<file path="src/rtl/chunk_serial_adder.sv">
// Multi-cycle WIDTH-bit adder/subtractor that processes CHUNK bits per clock.
// A registered carry ripples between chunks, and valid/ready handshakes are used on both sides.
module chunk_serial_adder #(
    parameter int WIDTH = 8,
    parameter int CHUNK = 2
) (
    input  logic             clk,
    input  logic             rst_n,
    input  logic             in_valid,
    output logic             in_ready,
    input  logic [WIDTH-1:0] A,
    input  logic [WIDTH-1:0] B,
    input  logic             C_in,
    input  logic             Sub,
    output logic             out_valid,
    input  logic             out_ready,
    output logic [WIDTH-1:0] Sum,
    output logic             C_out,
    output logic             Overflow
);

    localparam int NCH = WIDTH / CHUNK;
    localparam int KW  = (NCH > 1) ? $clog2(NCH) : 1;

    localparam logic [1:0] S_IDLE = 2'd0;
    localparam logic [1:0] S_RUN  = 2'd1;
    localparam logic [1:0] S_DONE = 2'd2;

    generate
        if (CHUNK < 1 || (WIDTH % CHUNK) != 0) begin : g_bad_chunk
            $error("chunk_serial_adder: WIDTH must be a positive multiple of CHUNK");
        end
    endgenerate

    logic [1:0]       state_q, state_d;
    logic [WIDTH-1:0] opa_q, opa_d;
    logic [WIDTH-1:0] opb_q, opb_d;
    logic             carry_q, carry_d;
    logic [KW-1:0]    k_q, k_d;
    logic [WIDTH-1:0] sum_q, sum_d;
    logic             cout_q, cout_d;
    logic             ovf_q, ovf_d;

    logic [NCH-1:0]   chunk_hit;
    logic [CHUNK-1:0] a_sel, b_sel;
    logic [CHUNK:0]   csum;

    // One-hot decode of the active chunk index drives the operand mux and the Sum write enable.
    genvar gi;
    generate
        for (gi = 0; gi < NCH; gi++) begin : g_hit
            assign chunk_hit[gi] = (k_q == KW'(gi));
        end
    endgenerate

    always_comb begin
        a_sel = '0;
        b_sel = '0;
        for (int i = 0; i < NCH; i++) begin
            if (chunk_hit[i]) begin
                a_sel = opa_q[i*CHUNK +: CHUNK];
                b_sel = opb_q[i*CHUNK +: CHUNK];
            end
        end
        csum = {1'b0, a_sel} + {1'b0, b_sel} + {{CHUNK{1'b0}}, carry_q};
    end

    always_comb begin
        state_d = state_q;
        opa_d   = opa_q;
        opb_d   = opb_q;
        carry_d = carry_q;
        k_d     = k_q;
        sum_d   = sum_q;
        cout_d  = cout_q;
        ovf_d   = ovf_q;
        case (state_q)
            S_IDLE: begin
                if (in_valid) begin
                    opa_d   = A;
                    opb_d   = Sub ? ~B : B;
                    carry_d = C_in ^ Sub;
                    k_d     = '0;
                    state_d = S_RUN;
                end
            end
            S_RUN: begin
                for (int i = 0; i < NCH; i++) begin
                    if (chunk_hit[i]) begin
                        sum_d[i*CHUNK +: CHUNK] = csum[CHUNK-1:0];
                    end
                end
                carry_d = csum[CHUNK];
                k_d     = k_q + KW'(1);
                if (chunk_hit[NCH-1]) begin
                    // The top chunk's MSB is the result sign bit; opb_q is already inverted for subtraction.
                    cout_d  = csum[CHUNK];
                    ovf_d   = (opa_q[WIDTH-1] == opb_q[WIDTH-1]) && (csum[CHUNK-1] != opa_q[WIDTH-1]);
                    state_d = S_DONE;
                end
            end
            S_DONE: begin
                if (out_ready) begin
                    state_d = S_IDLE;
                end
            end
            default: state_d = S_IDLE;
        endcase
    end

    always_ff @(posedge clk) begin
        if (!rst_n) begin
            state_q <= S_IDLE;
            opa_q   <= '0;
            opb_q   <= '0;
            carry_q <= 1'b0;
            k_q     <= '0;
            sum_q   <= '0;
            cout_q  <= 1'b0;
            ovf_q   <= 1'b0;
        end else begin
            state_q <= state_d;
            opa_q   <= opa_d;
            opb_q   <= opb_d;
            carry_q <= carry_d;
            k_q     <= k_d;
            sum_q   <= sum_d;
            cout_q  <= cout_d;
            ovf_q   <= ovf_d;
        end
    end

    assign in_ready  = (state_q == S_IDLE);
    assign out_valid = (state_q == S_DONE);
    assign Sum       = sum_q;
    assign C_out     = cout_q;
    assign Overflow  = ovf_q;

endmodule

</file>
<file path="config.mk">
export PLATFORM = sky130hd
export DESIGN_NAME = chunk_serial_adder
export DESIGN_NICKNAME = d
export VERILOG_FILES = /design/src/rtl/chunk_serial_adder.sv
export SDC_FILE = /design/constraint.sdc
export NUM_CORES = 1
export LEC_CHECK = 0
export ABC_CLOCK_PERIOD_IN_PS = 4300
export CORE_MARGIN = 1.5
export CORE_UTILIZATION = 45
export DETAILED_ROUTE_END_ITERATION = 10
export GPL_TIMING_DRIVEN = 0
export HOLD_SLACK_MARGIN = 0.08
export PLACE_DENSITY_LB_ADDON = 0.05
export SKIP_LAST_GASP = 1
export SLEW_MARGIN = 40
export SYNTH_ARGS = -nofsm -noshare
export SYNTH_HDL_FRONTEND = slang
export SYNTH_SLANG_ARGS = --single-unit
</file>
<file path="constraint.sdc">
create_clock -name clk -period 4.3 [get_ports clk]
set_clock_uncertainty 0.2 [all_clocks]
set_input_delay 1.29 -clock clk [delete_from_list [all_inputs] [get_ports clk]]
set_output_delay 1.29 -clock clk [all_outputs]
set_load 0.02 [all_outputs]
</file>
==> run summary, run 1 <==
The run finished with clean final reports. TritonCTS built the clock tree. The overall power came out at 628 uW.

The post-synthesis share of cell area spent on xor and xnor gates came out at about 5.3%. The fraction of met2 tracks used by global routing came out at 33.5%. The number of endpoints with negative hold slack in the final report came out at 0. 34 I/O pins were placed. The endpoint identified for the worst register-to-register timing path is Overflow$_SDFFE_PN0P_.

Global routing used 20.1% of the available tracks. The die covers 3660 sq um. The share of cells above drive strength 1 is 9.35%. The clock-pin slew of the registers on the worst-case setup and hold paths came out at 0.10 ns. Static timing analysis puts the maximum clock frequency at 318 MHz. The worst setup path is of the flip-flop to flip-flop kind. For this configuration, the core starts out at a cell density of 48.0%. Net switching is 27.2% of the power. Among all flip-flop cells after synthesis, the most frequent one is dfxtp_1. The part of the cycle the worst path needs is 73.1%. In the synthesized netlist the async set-or-reset flop fraction comes to 0%. CTS built an H-tree with a depth of 2.

From synthesis to final layout, the design area changed by 29.8%. The tool flagged a number of max-cap violations equal to 0. The share of synthesized area occupied by flip-flops and latches is between 40% and 50%. Setup slack closes at about 1.2 ns. Post-CTS repair changed the size of 0 cells. By count the netlist is led by dfxtp_1, a21oi_1, nand2_1. After clock tree synthesis, the flow added hold-fix buffers numbering 0. The synthesized net count came out at 202. The number of standard-cell rows in the floorplan came out at 20. The synthesized area per cell came out at 8.56 sq um. Synthesis produced a netlist whose cell count is 174. The number of buffers on the longest clock path is 2. Prior to clock tree synthesis, the placed netlist has a worst setup slack of 1.18 ns. The quantity of I/O buffers inserted on ports is 32. After routing, the total negative slack on setup checks comes to 0 ns.

The number of register bits inferred by synthesis came out at 31. The mapped netlist covers 1490 sq um. The routed design has 3.33 mm of wire. The area inside the core boundary came out at ~3100 sq um. The dominant combinational cell family by area after synthesis is compound AO/OA/AOI/OAI gates.

The largest stage delay on the critical path came out at 0.51 ns. From bottom edge to top edge, the die measures 60.5 um. The internal portion of the total power is about 460 uW. The number of synthesis warnings is 0. The pre-antenna-repair detailed-routing pass consisted of 4 iterations. The slowest stage cell on the critical path is fa_1. The final critical path time including I/O delays and setup is 3.15 ns. The share of total power dissipated in the clock network is a little under a third.

The met3 track demand over resource in global routing came out at 7.25%. The number of distinct library cells after synthesis came out at 32. The post-detailed-route via-to-cell ratio came out at approximately 5.1.

The half-perimeter wire length after detailed placement is 2.50 mm. The biggest fanout along the worst timing path came out at 10. Walking the worst path, the cells encountered are inv_1, ha_1, clkbuf_1, a21oi_1, a22o_1, fa_1, inv_1, fa_1, or3_1, a31oi_1. The cell accounting for the most synthesized area is dfxtp_1. The congestion estimate from routability-driven global placement came to 0.763.

0 antenna diodes ended up in the layout. Setup repair after global routing left no endpoint under its margin. The analysis attributes to net switching a power of 171 uW. The number of design-rule violations left by the first detailed-router iteration is 48. At the pin with the least slew margin, the transition time is ~0.54 ns.

Yosys attributes the largest share of cell area to dfxtp_1, a21oi_1, nand2_1. The number of gates on the worst path with buffers counted came out at 10. The synthesized design devotes to its leading area cell type 41.7% of total area. The root buffer selected by CTS is clkbuf_4.

The share of the synthesized area in compound gates (AO/OA/AOI/OAI) came out at between 20 and 25%. The worst ir drop on vdd came out at roughly 0.0002 V. The via count of the routed design came out at between 1000 and 1500. At the end of the flow, the number of nets in the layout was between 200 and 250.

The count of final setup violators is 0. The total clock buffers created by CTS came out at 5. The number of global-route vias before repair came to about 1200. The worst setup path is launched from a flip-flop. On the critical path the largest part of the delay comes from adder cells. The post-route DRC violation count came out at 0. The number of routed nets with antenna violations is 0. The critical path starts at k_q[0]$_SDFFE_PN0P_.

The worst setup path is captured at a flip-flop. The post-detailed-placement cell area is 1860 sq um. At the worst endpoint, the arrival time is about 3.2 ns. Measured in cells, the most critical reg-to-reg path has a length of 10. The fraction of synthesized area in multiplexers is 2.02%. The startpoint identified for the worst hold timing path is opa_q[6]$_SDFFE_PN0P_. The first global-routing pass estimated 5.29 mm of wire. Data on the critical path is required at its endpoint by 4.38 ns. In this run, the combinational gates consume 19.0% of the power. The power per cell area came out at 325 nW/um^2. The number of pins exceeding their max-slew limit in the final report is 0. The number of sinks driven by the clock tree came out at 31.

The number of synthesized flops with an enable pin came out at 0. Counting instances, the worst hold path has a depth of 2. The most common cell in the synthesized netlist is dfxtp_1. The setup slack of the worst register-to-register path is about 1.2 ns. In this run the worst setup path terminates at Overflow$_SDFFE_PN0P_. The analysis attributes to cell leakage a power of 0.000709 uW. The worst register-to-register path begins at k_q[0]$_SDFFE_PN0P_.

The worst pin sits at a relative slew slack of 64.2%. The remaining global-route overflow is 0. Counting both buffers and inverters, the worst setup path holds a total of 3. The largest net degree at the start of global routing is 11. The die is 60.5 um wide. Hold is met by 0.261 ns.

The number of antenna violations at the first check in global routing is 0. In the final routed layout, each cell accounts on average for 12.9 um. The met1 usage in global routing came out at 23.0%.

The clock latency on the worst-skew pair came out at 0.34 ns. In this run the worst hold path is classified as flip-flop to flip-flop. The arithmetic-cell share of the synthesized area counting full adders, half adders and majority gates came out at 6.05%. The sequential cell fraction of total power came out at 49.7%. The number of buffers added for setup after CTS came out at 0. The post-route cell area is 1930 sq um. met2 is the most crowded layer. The basic-gate share of the synthesized area counting and, or, nand and nor cells came out at roughly 15%.
## layout make-up
cell class | count | area, sq um
clock buffer | 8 | 68.8
sequential | 31 | 621
tap | 44 | 55.1
timing repair buffer | 32 | 320
fill | 294 | 1170
multi-input combinational | 119 | 756
inverter | 10 | 37.5
buffer | 14 | 75.1
## per-stage QoR
stage	utilization, %	cells
after floorplan	-	174
after global placement	60.1	250
after detailed placement	60.1	250
after CTS	62.3	258
after global routing	62.3	258
final	62.3	258
## worst min path at each step
stage                            end  slack [ns]
4_1_cts        opa_q[6]$_SDFFE_PN0P_        0.26
3_3_place_gp   opa_q[6]$_SDFFE_PN0P_        0.24
5_1_grt        opa_q[6]$_SDFFE_PN0P_        0.28
3_5_place_dp   opa_q[6]$_SDFFE_PN0P_        0.25
2_1_floorplan  opa_q[4]$_SDFFE_PN0P_        0.24
6_report       opa_q[6]$_SDFFE_PN0P_        0.26
## worst reg2reg max path, delay by kind of cell, from the launching register on
kind | cells | cell delay [ns]
and+or+nand+nor | 1 | 0.34
DFF | 1 | 0.36
adders and majority gates | 3 | 1.09
buffers and inverters | 3 | 0.57
AOI/OAI and AO/OA | 3 | 0.51
## kinds of logic (layout without fill, tap and decap cells)
group,after synthesis,after routing
simple gates,49,49
flops,31,31
buf+inv,24,64
fa+ha+maj,6,6
mux,3,3
compound gates,52,52
xor+xnor,9,9
## flip-flops by register name, summed over array words and instances (netlist names)
| register | count |
|---|---|
| opa_q | 8 |
| k_q | 2 |
| state_q | 2 |
| Sum | 8 |
| opb_q | 8 |
| Overflow | 1 |
| carry_q | 1 |
| C_out | 1 |
## layer usage
layer | vias to the layer above | part of all wire (%)
met5 | - | 0
met4 | 0 | 2.3
met3 | 8 | 5.0
met2 | 32 | 49
met1 | 599 | 44
li1 | 670 | -
## power by group through the flow
stage	combinational (uW)	clock (uW)	sequential, uW
after floorplan	72.1	0	319
after global placement	117	0	318
after detailed placement	120	0	319
after CTS	120	200	312
after global routing	131	214	314
final	119	197	312
## cell usage in the layout (no fill, tap or decap), drive strengths merged
| cell | n |
|---|---|
| buf | 7 |
| nor3b | 1 |
| and2b | 1 |
| xnor2 | 7 |
| a22oi | 3 |
| a21oi | 23 |
| nor2 | 15 |
| ha | 4 |
| a311oi | 3 |
| a22o | 2 |
| o21ai | 5 |
| or4b | 1 |
| a211oi | 10 |
| nand2 | 21 |
| a31oi | 2 |
| o21bai | 1 |
| mux2i | 3 |
| or3b | 1 |
| nor2b | 1 |
| nand3 | 4 |
| nand2b | 1 |
| xor2 | 2 |
| or3 | 1 |
| a21bo | 3 |
| fa | 2 |
| nor3 | 1 |
| clkbuf | 15 |
| clkdlybuf4s50 | 32 |
| dfxtp | 31 |
| and3b | 1 |
| inv | 10 |
Note: power is estimated with default switching activity, not from simulation.
==> inputs of run 2 (changes only) <==
--- a/config.mk
+++ b/config.mk
@@ -5,9 +5,9 @@
 export SDC_FILE = /design/constraint.sdc
 export NUM_CORES = 1
 export LEC_CHECK = 0
-export ABC_CLOCK_PERIOD_IN_PS = 4300
+export ABC_CLOCK_PERIOD_IN_PS = 2700
 export CORE_MARGIN = 1.5
-export CORE_UTILIZATION = 45
+export CORE_UTILIZATION = 44
 export DETAILED_ROUTE_END_ITERATION = 10
 export GPL_TIMING_DRIVEN = 0
 export HOLD_SLACK_MARGIN = 0.08
==> constraint.sdc (replaced) <==
create_clock -name clk -period 2.7 [get_ports clk]
set_clock_uncertainty 0.2 [all_clocks]
set_input_delay 0.81 -clock clk [delete_from_list [all_inputs] [get_ports clk]]
set_output_delay 0.81 -clock clk [all_outputs]
set_load 0.02 [all_outputs]
==> run 2 against run 1 <==
Combinational power increased by 87%. Largest power group unchanged. Maximum frequency is 19% higher. First-iteration DRC count fell by 8.3%. Flip-flop and latch count stayed put. Total power rose by 77%. Utilization is 4.9 points higher. Die area increased by 2.2%. Clock-buffer cell count shrank 2. Global-route usage up 1.4 points. Non-clock buffer count rose by 4. Sequential power grew 60%. Setup slack got worse by 1.1 ns.
==> run summary, run 2 (synthesis results as in run 1) <==
The flow ran to the end, and the final reports show no timing, DRC or antenna violations. The number of endpoints with negative hold slack in the final report came out at 0. In this run the critical register-to-register path is captured at Overflow$_SDFFE_PN0P_. After clock tree synthesis, the clock-pin slew on the worst setup and hold paths is 0.11 ns. The worst setup path is captured at a flip-flop.

The half-perimeter wire length after detailed placement is around 2.6 mm. At the end of routability-driven placement, the weighted congestion stood at 0.746. The multi-input combinational cells in the finished layout cover a total of 833 sq um. The remaining global-route overflow is 0. The largest net degree at the start of global routing is 11.

The depth of the CTS H-tree came out at 2. The post-route netlist has 20.2% of its cells at a drive strength greater than 1. The worst reg2reg path startpoint is k_q[1]$_SDFFE_PN0P_. The worst ir drop on vdd came out at 0.000357 V. For this run, the number of standard cells in the final layout without fillers is 262. The worst-margin pin slew came out at 0.638 ns. The worst hold slack across all endpoints came out at 0.261 ns. The starting density of the core came out at between 40% and 50%.

The area added between synthesis and finish is 41.2%. The final antenna diode count came out at 0. The number of design-rule violations left by the first detailed-router iteration is 44. The global routing stage identified its most utilized layer as met2.

The proportion of total power due to net switching came out at 27.2%. The post-route DRC violation count is 0. The layout filler cell count came out at 267.

The sequential cell fraction of total power is 44.8%. After clock tree synthesis, the flow added hold-fix buffers numbering 0. In the final layout, flip-flops and latches occupy about 630 sq um. The post-route cell area is 2100 sq um. The first-pass GRT wire length came out at 5.84 mm. The number of buffers on the longest clock path is 2. The clock latency on the worst-skew pair is about 0.34 ns.

The data arrival at the endpoint of the critical path came out at 2.72 ns. The final routed wire length divided by cell count came out at about 14 um. The quantity of I/O buffers inserted on ports came out at 32. The number of max-cap violations is 0. The number of placed instances, taps included, is 250.

The portion of total power attributed to combinational logic is 19.9%. The x dimension of the die is 61.2 um. The number of global-route vias before repair came to 1319.

Headroom to the max-slew limit came out at approximately 57%. Once placement finished, the instance area stood at 1870 sq um. The met3 track demand over resource in global routing came out at 6.09%. The post-detailed-route via-to-cell ratio is 5.18. Internal power comes to 811 uW.

The number of cells on the worst hold path is 2. In the global route stage, overall resource usage came out at 21.5%. Setup repair after global routing could not meet its margin everywhere.

For flop-to-flop paths, the worst setup slack is 0.05 ns. For hold timing, the worst endpoint is opa_q[0]$_SDFFE_PN0P_. The power per cell area came out at 530 nW/um^2.

The number of antenna violations at the first check in global routing came out at 0. The floorplan has 20 rows. The number of pins exceeding their max-slew limit in the final report came to 0. The final critical path time including I/O delays and setup is 2.65 ns. The min-delay analysis places its worst path in the category flip-flop to flip-flop. The overall die height came out at 61.2 um. After the last flow step, the layout net total stands at 245.

In this run the most critical hold path is launched from opa_q[0]$_SDFFE_PN0P_. In the global route stage, met2 resource usage came out at between 30% and 40%. The biggest fanout along the worst timing path is 4.

The overall routed net length came out at 3.61 mm. The critical path data required time is 2.77 ns. The count of final setup violators came out at 0. The number of routed nets with antenna violations is 0. CTS saw 31 sinks. The worst setup path is of the flip-flop to flip-flop kind. The library cell used most frequently in the layout, excluding fill and tap cells, is clkdlybuf4s50_1. The top cell types in the final layout, fill and taps aside, are clkdlybuf4s50_1, dfxtp_1, a21oi_1. STA classifies the critical path startpoint as a flip-flop.

The CTS tree is done. Summed over all cells, the static leakage comes to 0.000762 uW. The die area is 3740 sq um. The clock share of power came out at 35.3%. Clock tree synthesis inserted a total of 5 buffers. The number of cell instances on the worst register-to-register path is 10. The net switching power figure came out at 302 uW. Before antenna repair, the detailed router went through 4 iterations. For this run, global-route usage on met1 was measured as 23.6%.

The part of the cycle the worst path needs came out at 98.2%. The I/O pin count is 34. The achievable clock frequency is 377 MHz. The region available for standard cell placement spans 3130 sq um.

The root buffer cell chosen for the clock tree is clkbuf_4. The detailed router placed 1356 vias in this run.
run 2: cell count changes in the layout (fill, tap and decap cells not counted), sizes merged:
| cell | change |
|---|---|
| buf | +7 |
| bufinv | +1 |
| clkbuf | -5 |
| clkinv | +1 |
run 2: layer usage:
layer / vias up / wire length, um
met4: 0 / 66
li1: 678 / -
met3: 10 / 161
met1: 628 / 1540
met5: - / 0
met2: 40 / 1840
run 2: how the worst max path moves through the flow:
stage / start / end / slack (ns) / cells after the start
final: k_q[1]$_SDFFE_PN0P_ / Overflow$_SDFFE_PN0P_ / 0.05 / 10
after global routing: k_q[1]$_SDFFE_PN0P_ / Overflow$_SDFFE_PN0P_ / -0.04 / 10
after CTS: k_q[0]$_SDFFE_PN0P_ / Overflow$_SDFFE_PN0P_ / 0.003 / 9
after detailed placement: k_q[0]$_SDFFE_PN0P_ / Overflow$_SDFFE_PN0P_ / -0.27 / 10
after global placement: k_q[0]$_SDFFE_PN0P_ / Overflow$_SDFFE_PN0P_ / -0.21 / 10
after floorplan: k_q[1]$_SDFFE_PN0P_ / Overflow$_SDFFE_PN0P_ / 0.005 / 11
run 2: area by class of cell:
type / count / area share, %
Buffer: 13 / 4.76
Clock buffer: 6 / 2.44
Clock inverter: 2 / 1.67
Inverter: 10 / 2.02
Multi-Input combinational cell: 119 / 39.6
Sequential cell: 31 / 29.9
Tap cell: 44 / 2.62
Timing Repair Buffer: 37 / 16.9
run 2: stage by stage:
stage	power (uW)	setup TNS [ns]	setup slack, ns	util, %
final	1110	0	0.0491	67.2
after global routing	1160	-0.0383	-0.0383	67.2
after CTS	1100	0	0.00287	65.2
after detailed placement	702	-0.440	-0.267	59.8
after global placement	694	-0.216	-0.214	59.8
after floorplan	625	0	0.00538	-
run 2: power by group through the flow:
stage | combinational (uW) | clock [uW] | sequential (uW)
final | 222 | 393 | 499
after global placement | 187 | 0 | 506
after floorplan | 116 | 0 | 509
after CTS | 212 | 392 | 498
after detailed placement | 193 | 0 | 509
after global routing | 242 | 416 | 501
run 2: repair_timing:
| item | 4_1_cts | 5_1_grt |
|---|---|---|
| setup endpoints to repair | 5 | 5 |
| pin swaps | 4 | 5 |
| gates resized for setup | 18 | 14 |
| cloned | 0 | 1 |
| buffers inserted | 3 | 1 |
run 2: critical path, cell delays in order, from the launching register on:
cell	delay, ns
dfxtp_4	0.41
inv_4	0.06
ha_4	0.17
a21oi_1	0.13
o21ai_0	0.10
a22o_1	0.20
fa_2	0.33
inv_2	0.06
fa_2	0.43
or3_1	0.32
a31oi_1	0.17
==> inputs of run 3 (changes only) <==
--- a/config.mk
+++ b/config.mk
@@ -12,6 +12,7 @@
 export GPL_TIMING_DRIVEN = 0
 export HOLD_SLACK_MARGIN = 0.08
 export PLACE_DENSITY_LB_ADDON = 0.05
+export REMOVE_ABC_BUFFERS = 1
 export SKIP_LAST_GASP = 1
 export SLEW_MARGIN = 40
 export SYNTH_ARGS = -nofsm -noshare
==> run 3 against run 2 <==
Clock-buffer cell count is 2 higher. Final area shrank 5.5%. Wire length decreased by 12%. Sequential share of layout area increased by 1.8 points. Total power shrank 9.3%. Global-route usage decreased by 2.0 points. Via count shrank 7.8%. Cell count down 4.2%. Die area did not move. Maximum frequency down 0.74%. Combinational power fell by 10%. Critical endpoint unchanged. Critical path depth did not move.
==> run summary, run 3 (synthesis results as in run 1) <==
Sequential cells account for 49.5% of the total power. The post-route DRC violation count came out at 0. The net switching power figure is 273 uW.

The total clock buffers created by CTS came out at 5. The post-place setup slack came out at -0.354 ns. The largest stage delay on the critical path came out at about 0.42 ns. The detailed router finished its first iteration with 81 violations. The worst hold slack across all endpoints is 0.267 ns.

Max-cap violations in this run came to 0. The half-perimeter wire length after detailed placement is 2.16 mm. The number of pins exceeding their max-slew limit in the final report is 0. The proportion of total power due to net switching came out at a little over a quarter. The clock share of power is 30.7%. The clock-pin slew of the registers on the worst-case setup and hold paths came out at 0.10 ns. The x dimension of the die came out at 61.2 um. The worst setup path is captured at a flip-flop. The post-detailed-placement cell area came out at 1810 sq um.

The setup TNS came out at 0 ns. In this run the worst path has a maximum fanout of 7. In this run the worst setup path terminates at Overflow$_SDFFE_PN0P_. The number of global-route vias before repair came out at 1156. The worst reg2reg path endpoint is Overflow$_SDFFE_PN0P_.

The I/O pin count came out at 34. The final antenna diode count is 0. The part of the cycle the worst path needs is 98.9%. The achievable clock frequency came out at approximately 370 MHz.

The H-tree generated during clock tree synthesis spans 2 levels. The post-detailed-route via-to-cell ratio came out at 4.98. Once routing completed, OpenROAD measured the worst setup slack at 0.0294 ns.

The number of standard-cell rows in the floorplan is 20. The final routed wire length divided by cell count came out at 12.7 um. The worst reg2reg path startpoint is k_q[1]$_SDFFE_PN0P_. For this design the static power due to leakage is between 0.0006 and 0.0007 uW.

The first TritonRoute pass finished after 4 iterations. On the critical path, the stage with the largest delay is an instance of fa_2. In this run, post-CTS hold repair placed 0 buffers. The first-pass GRT wire length came out at 5.27 mm. The root buffer selected by CTS is clkbuf_4. The number of sinks driven by the clock tree is 31.

From synthesis to final layout, the design area changed by 33.4%. The flow ran to the end, and the final reports show no timing, DRC or antenna violations. The total area inside the core boundary comes to 3130 sq um.

The overall die height is between 60 and 70 um. The remaining global-route overflow came out at 0. The number of endpoints with negative hold slack in the final report came out at 0. The starting density of the core came out at 47.6%. The count of final setup violators is 0.

The net count of the finished layout is 234. The quantity of I/O buffers inserted on ports came out at 33. Overall power consumption after layout is estimated at 1010 uW. The most critical setup path has its startpoint at k_q[1]$_SDFFE_PN0P_. The share of cells above drive strength 1 is 16.9%. The total track usage is 19.5%. The most common cell after layout, fill and taps aside is clkdlybuf4s50_1. The portion of total power attributed to combinational logic came out at 19.8%.

Entering global routing, the biggest net connects 31 pins. The routability congestion estimate from global placement is ~0.79. In this run the number of cells on the critical path is 10.

IR analysis of the VDD net gives a maximum drop of 0.000283 V. Among cell families on the critical path, the largest total delay comes from adder cells. Once layout is done, the placed cells without fillers occupy 1990 sq um. The die covers 3740 sq um. The count of buffering cells on the critical path with inverters included is 2. Headroom to the max-slew limit came out at 59.7%. Clock latency on the worst-skew pair, taken at its later pin, is 0.32 ns. Traced cell by cell, the critical path runs through inv_2, ha_4, a21oi_1, o21ai_0, a22o_1, fa_2, inv_2, fa_2, or3_1, a31oi_1.

Setup repair after global routing could not meet its margin everywhere. TritonCTS built the clock tree. The power per cell area is 508 nW/um^2.

In the layout the commonest cells are clkdlybuf4s50_1, dfxtp_1, a21oi_1. The number of antenna violations at the first check in global routing came out at 0. The final critical path time including I/O delays and setup came out at approximately 2.7 ns. The worst-margin pin slew came out at 0.602 ns. The setup check on the worst reg-to-reg path leaves a slack of 0.03 ns. The number of buffers on the longest clock path came out at 2. The overall routed net length came out at between 3 and 4 mm. The number of routed nets with antenna violations came out at 0. The critical path data required time came out at 2.76 ns. The number of cell instances on the worst register-to-register path is 10. The internal power consumption came out at 737 uW. The data arrival at the endpoint of the critical path came out at 2.73 ns. The critical path is of the flip-flop to flip-flop type. The via count of the routed design is 1250. In this run the worst hold path is classified as flip-flop to flip-flop. STA classifies the critical path startpoint as a flip-flop.
run 3: cell type report:
| cell class | instances | area, sq um |
|---|---|---|
| Tap cell | 44 | 55.1 |
| Inverter | 10 | 37.5 |
| Timing Repair Buffer | 39 | 373 |
| Fill cell | 303 | 1140 |
| Sequential cell | 31 | 629 |
| Multi-Input combinational cell | 119 | 822 |
| Clock buffer | 8 | 68.8 |
run 3: worst min-delay path by stage:
| stage | startpoint | end | slack [ns] | cells after the start |
|---|---|---|---|---|
| finish | opa_q[1]$_SDFFE_PN0P_ | opa_q[1]$_SDFFE_PN0P_ | 0.27 | 2 |
| global route | opa_q[6]$_SDFFE_PN0P_ | opa_q[6]$_SDFFE_PN0P_ | 0.29 | 2 |
| CTS | opa_q[6]$_SDFFE_PN0P_ | opa_q[6]$_SDFFE_PN0P_ | 0.27 | 2 |
| detailed placement | opa_q[6]$_SDFFE_PN0P_ | opa_q[6]$_SDFFE_PN0P_ | 0.26 | 2 |
| global placement | opa_q[3]$_SDFFE_PN0P_ | opa_q[3]$_SDFFE_PN0P_ | 0.25 | 2 |
| floorplan | opa_q[4]$_SDFFE_PN0P_ | opa_q[4]$_SDFFE_PN0P_ | 0.24 | 2 |
run 3: power by group through the flow:
stage          clock (uW)  sequential (uW)  combinational [uW]
2_1_floorplan           0              511                 103
4_1_cts               317              499                 194
6_report              310              500                 199
3_3_place_gp            0              508                 175
5_1_grt               346              503                 222
3_5_place_dp            0              509                 178
run 3: through the flow:
stage	std cells	util [%]
global route	251	63.5
detailed placement	238	57.8
finish	251	63.5
global placement	237	57.5
CTS	250	62.5
floorplan	160	-
run 3: metal layers:
layer | vias up | global-route usage (%) | wire length [um]
li1 | 655 | - | -
met1 | 566 | 24.8 | 1510
met2 | 27 | 30.9 | 1540
met3 | 2 | 6.93 | 133
met4 | 0 | 6.52 | 15
met5 | - | 0 | 0
run 3: worst reg2reg max path, stage by stage (launching register included):
cell and delay, ns:
dfxtp_4 0.40, inv_2 0.07, ha_4 0.19, a21oi_1 0.16, o21ai_0 0.10, a22o_1 0.21, fa_2 0.34, inv_2 0.07
fa_2 0.42, or3_1 0.31, a31oi_1 0.16
run 3: timing repair:
action	CTS	global route
endpoints found under the setup margin	5	6
pin swaps	3	5
resized for setup	15	6
buffers inserted	4	1
